**config.mk**
```make
export PLATFORM = sky130hd
export DESIGN_NAME = fetch_ctrl
export DESIGN_NICKNAME = d
export VERILOG_FILES = /design/src/rtl/fetch_pkg.sv /design/src/rtl/fetch_timeout.sv /design/src/rtl/fetch_ctrl.sv
export SDC_FILE = /design/constraint.sdc
export NUM_CORES = 1
export LEC_CHECK = 0
export CAP_MARGIN = 15
export CELL_PAD_IN_SITES_DETAIL_PLACEMENT = 2
export CELL_PAD_IN_SITES_GLOBAL_PLACEMENT = 2
export CORE_MARGIN = 5
export CORE_UTILIZATION = 26
export CTS_CLUSTER_SIZE = 30
export DETAILED_ROUTE_END_ITERATION = 10
export PLACE_DENSITY_LB_ADDON = 0.15
export SYNTH_ARGS = -nofsm -noshare
export SYNTH_HDL_FRONTEND = slang
export SYNTH_SLANG_ARGS = --single-unit
```
**constraint.sdc**
```tcl
create_clock -name clk -period 2.9 [get_ports clk]
set_clock_uncertainty 0.2 [all_clocks]
set_input_delay 0.58 -clock clk [delete_from_list [all_inputs] [get_ports clk]]
set_output_delay 0.58 -clock clk [all_outputs]
set_load 0.005 [all_outputs]
```
**src/rtl/fetch_pkg.sv**
```systemverilog
// Shared types and constants for the instruction fetch controller.
package fetch_pkg;

    localparam int FETCH_CNT_W = 16;

    typedef enum logic [2:0] {
        ST_IDLE  = 3'd0,
        ST_ADDR  = 3'd1,
        ST_WAIT  = 3'd2,
        ST_LATCH = 3'd3,
        ST_EXEC  = 3'd4,
        ST_INC   = 3'd5,
        ST_JUMP  = 3'd6,
        ST_FAULT = 3'd7
    } fetch_state_e;

endpackage

```
**src/rtl/fetch_timeout.sv**
```systemverilog
// Watchdog for the memory wait phase: counts consecutive cycles with en=1
// and flags the cycle in which the count reaches TIMEOUT_CYCLES.
module fetch_timeout #(
    parameter int unsigned TIMEOUT_CYCLES = 16
) (
    input  logic clk,
    input  logic rst,
    input  logic en,
    output logic expired
);

    localparam int CNT_W = $clog2(TIMEOUT_CYCLES + 1);

    logic [CNT_W-1:0] cnt_q;
    logic [CNT_W-1:0] cnt_d;

    // cnt_q holds the number of earlier consecutive enabled cycles.
    assign expired = en && (cnt_q == CNT_W'(TIMEOUT_CYCLES - 1));

    always_comb begin
        cnt_d = cnt_q;
        if (!en) begin
            cnt_d = '0;
        end else if (!expired) begin
            cnt_d = cnt_q + 1'b1;
        end
    end

    always_ff @(posedge clk) begin
        if (rst) begin
            cnt_q <= '0;
        end else begin
            cnt_q <= cnt_d;
        end
    end

endmodule

```
**src/rtl/fetch_ctrl.sv**
```systemverilog
// Fetch/execute sequencer driving the PC, memory read and IR strobes.
// Optional WAIT watchdog enabled by defining FETCH_CTRL_TIMEOUT_EN.
module fetch_ctrl
    import fetch_pkg::*;
#(
    parameter int unsigned TIMEOUT_CYCLES = 16
) (
    input  logic                   clk,
    input  logic                   rst,
    input  logic                   start,
    input  logic                   halt,
    input  logic                   mem_ack,
    input  logic                   exec_done,
    input  logic                   jmp,
    output logic                   pc_oe_a,
    output logic                   pc_oe_b,
    output logic                   pc_ld,
    output logic                   pc_cnt,
    output logic                   pc_rst,
    output logic                   mem_rd,
    output logic                   ir_ld,
    output logic                   exec_go,
    output logic                   busy,
    output logic                   fault,
    output logic [FETCH_CNT_W-1:0] fetch_cnt,
    output fetch_state_e           state_dbg
);

    if (TIMEOUT_CYCLES < 1) begin : g_bad_timeout
        $error("fetch_ctrl: TIMEOUT_CYCLES must be at least 1");
    end

    fetch_state_e           state_q;
    fetch_state_e           state_d;
    logic [FETCH_CNT_W-1:0] fetch_cnt_q;
    logic [FETCH_CNT_W-1:0] fetch_cnt_d;
    logic                   wd_expired;

`ifdef FETCH_CTRL_TIMEOUT_EN
    fetch_timeout #(
        .TIMEOUT_CYCLES(TIMEOUT_CYCLES)
    ) u_timeout (
        .clk    (clk),
        .rst    (rst),
        .en     (state_q == ST_WAIT),
        .expired(wd_expired)
    );
`else
    assign wd_expired = 1'b0;
`endif

    always_comb begin
        state_d = state_q;
        case (state_q)
            ST_IDLE:  if (start) state_d = ST_ADDR;
            ST_ADDR:  state_d = ST_WAIT;
            ST_WAIT: begin
                // A late acknowledge still wins over the watchdog.
                if (mem_ack) begin
                    state_d = ST_LATCH;
                end else if (wd_expired) begin
                    state_d = ST_FAULT;
                end
            end
            ST_LATCH: state_d = ST_EXEC;
            ST_EXEC:  if (exec_done) state_d = jmp ? ST_JUMP : ST_INC;
            ST_INC,
            ST_JUMP:  state_d = halt ? ST_IDLE : ST_ADDR;
            ST_FAULT: state_d = ST_FAULT;
            default:  state_d = ST_IDLE;
        endcase
    end

    always_comb begin
        pc_oe_a = 1'b0;
        pc_oe_b = 1'b0;
        pc_ld   = 1'b0;
        pc_cnt  = 1'b0;
        mem_rd  = 1'b0;
        ir_ld   = 1'b0;
        exec_go = 1'b0;
        busy    = 1'b1;
        fault   = 1'b0;
        case (state_q)
            ST_IDLE: busy = 1'b0;
            ST_ADDR,
            ST_WAIT: begin
                pc_oe_a = 1'b1;
                mem_rd  = 1'b1;
            end
            ST_LATCH: ir_ld   = 1'b1;
            ST_EXEC:  exec_go = 1'b1;
            ST_INC:   pc_cnt  = 1'b1;
            ST_JUMP:  pc_ld   = 1'b1;
            ST_FAULT: begin
                busy = 1'b0;
`ifdef FETCH_CTRL_TIMEOUT_EN
                fault = 1'b1;
`endif
            end
            default: busy = 1'b0;
        endcase
    end

    assign fetch_cnt_d = (state_q == ST_LATCH) ? fetch_cnt_q + 1'b1 : fetch_cnt_q;

    always_ff @(posedge clk) begin
        if (rst) begin
            state_q     <= ST_IDLE;
            fetch_cnt_q <= '0;
        end else begin
            state_q     <= state_d;
            fetch_cnt_q <= fetch_cnt_d;
        end
    end

    // PC register clears on the same edge as the controller.
    assign pc_rst    = rst;
    assign fetch_cnt = fetch_cnt_q;
    assign state_dbg = state_q;

endmodule

```
==> run_results.csv <==
group,metric,value,unit
critical_path,reg2regPathDepth,4,
cells_and_area,final_nets,155,
job,cap_violations,0,
cells_and_area,antenna_cells,0,
floorplanning,initial_core_util,0.270,
logic_synthesis,synth_area_per_cell,8.37,µm²
routing,dr.pass1.iters,3,
cells_and_area,layout-drive-gt1-share,0.0616,
hold_path,holdPathStages,2,
hold_path,hold_class,"flip-flop to flip-flop",
clocking,clkTransAtPathRegs,70,ps
timing,fin_setup_tns,0,ps
clocking,cts_setup_buffers,0,
routing,drc,0,
timing,maxSlewViolCount,0,
logic_synthesis,syn_inst,118,
timing,fin_crit_sh,0.880,
clocking,htree_levels,1,
clocking,cts.sink_count,19,
power,powerDensity,443,nW/µm²
clocking,cts_buffer_depth,2,
grt,grt_max_degree,20,
cells_and_area,synthToLayoutAreaGrowth,38.0,%
routing,drt_iter0_markers,35,
timing,finalSetupViolCount,0,
placement,io_buffers,33,
clocking,post_cts_resize_count,0,
placement,dpl.hpwl,2.02,mm
cells_and_area,post-route-util,0.372,
cells_and_area,final_cell_mix,"clkdlybuf4s50_1, dfxtp_1, nor2_1, nand2_1, a21oi_1",
timing,setup_slack,347,ps
power,total_power,0.603,mW
floorplanning,core_area,3660,µm²
logic_synthesis,ys.warnings.count,0,
placement,routabilityCongestion,0.760,
clocking,root_buffer,"clkbuf_8",
cells_and_area,post-route-cell-area,1360,µm²
floorplanning,design.die.area,5130,µm²
routing,detail_route.wl_per_cell,13.7,µm
floorplanning,io_pins,36,
clocking,cts_buffers,3,
critical_path,worstPathRequired,2120,ps
timing,hold_viol,0,
clocking,cts_tree,"yes",
critical_path,cp_max_fo,12,
grt,globalRoute.totalOverflow,0,
placement,pre_cts_slack,558,ps
placement,place_area,1320,µm²
clocking,insertion_delay,260,ps
timing,clock.fmax,0.392,GHz
logic_synthesis,synth_seq_area_share,0.385,
cells_and_area,final_cells,194,
grt,antenna_found_initial,0,
logic_synthesis,syn-cell-area,987,µm²
clocking,ctsHoldBuffers,0,
grt,grt_pass1_wl,4.51,mm
placement,placedCellCount,190,
routing,drt-total-wl,2.66,mm
floorplanning,die_y,71.6,µm
timing,whs,294,ps
critical_path,cp-start-kind,"flip-flop",
cells_and_area,final_common_cell,"clkdlybuf4s50_1",
routing,viasPerCell,4.74,
routing,ant_nets,0,
grt,grtUsageTotal,0.110,
routing,route.vias.total,919,
floorplanning,die_w,71.6,µm
critical_path,worst_ep_arrival_time,1770,ps
status,status,"finished, final reports clean",
critical_path,end_kind,"output pin",
power,vdd_drop_max,0.000193,V
floorplanning,row_count,22,
logic_synthesis,yosysUniqueCellTypes,31,
critical_path,crit_type,"flip-flop to output pin",
timing,post-route-min-period,2550,ps
timing,rsz0062_at_grt,"false",
grt,grt_pass1_vias,951,
logic_synthesis,synth-seq-cells,19,
power,p_leak,0.456,nW
==> critical path, cell delays in order (launching register included) <==
cell             delay [ps]
dfxtp_1                 450
or2_2                   360
mux2_2                  260
clkdlybuf4s50_1         440
==> power by group <==
group | internal (mW) | switching, mW | leakage [nW] | total [mW]
logic | 0.0794 | 0.0407 | 0.280 | 0.120
registers | 0.269 | 0.0263 | 0.154 | 0.295
clock network | 0.0978 | 0.0900 | 0.0228 | 0.188
total | 0.446 | 0.157 | 0.456 | 0.603
==> cells by family (layout without fill, tap and decap cells) <==
| kind of cell | Yosys count | in the layout | synth area share |
|---|---|---|---|
| xor+xnor | 10 | 10 | 0.0887 |
| simple gates | 51 | 51 | 0.288 |
| compound gates | 19 | 19 | 0.113 |
| fa+ha+maj | 1 | 1 | 0.0127 |
| flops | 19 | 19 | 0.385 |
| other cells | 1 | 2 | 0.00380 |
| mux | 2 | 2 | 0.0215 |
| buf+inv | 15 | 42 | 0.0874 |
==> area by class of cell <==
type                    count  area [µm²]
fillers                   424        2300
clock buffers               4        45.0
well taps                  48        60.1
repair buffers             34         338
inverters                   4        15.0
multi-input cells          85         524
flip-flops and latches     19         380
==> worst paths after layout <==
check,startpoint,to,slack [ps]
setup / recovery,state_dbg[0],busy,350
hold / removal,fetch_cnt[15],fetch_cnt[15],290
setup reg to reg,state_dbg[1],fetch_cnt[14],670
hold reg to reg,fetch_cnt[15],fetch_cnt[15],290
==> synth_stat cells, drive strengths merged <==
master	n	area, µm²
conb	1	3.75
nor2	13	48.8
a221o	1	10.0
nand3	1	5.00
nand4b	1	23.8
and2	1	6.26
and3b	1	8.76
mux2	1	11.3
xor2	3	26.3
or3	6	37.5
xnor2	7	61.3
nand2	11	41.3
dfxtp	19	380
inv	4	15.0
buf	6	52.6
and3	1	6.26
nand4	4	25.0
or2	1	6.26
a21oi	8	40.0
o21ai	7	35.0
a311oi	2	17.5
mux2i	1	10.0
clkbuf	5	18.8
ha	1	12.5
or4	2	22.5
nor4	2	12.5
a2111oi	1	8.76
and2b	1	7.51
nor3	4	20.0
nor2b	2	12.5
==> registers in the layout, indices dropped and copies added, names as in the netlist <==
name and count:
fetch_cnt 16, state_dbg 3
==> per-layer routing <==
layer / share of wire / global-route usage / up-vias
met4: 0.010 / 0.0313 / 0
li1: - / - / 456
met2: 0.50 / 0.184 / 17
met3: 0.042 / 0.0337 / 4
met1: 0.45 / 0.136 / 442
met5: 0 / 0 / -
No activity file was read; power rests on OpenSTA's default activity.
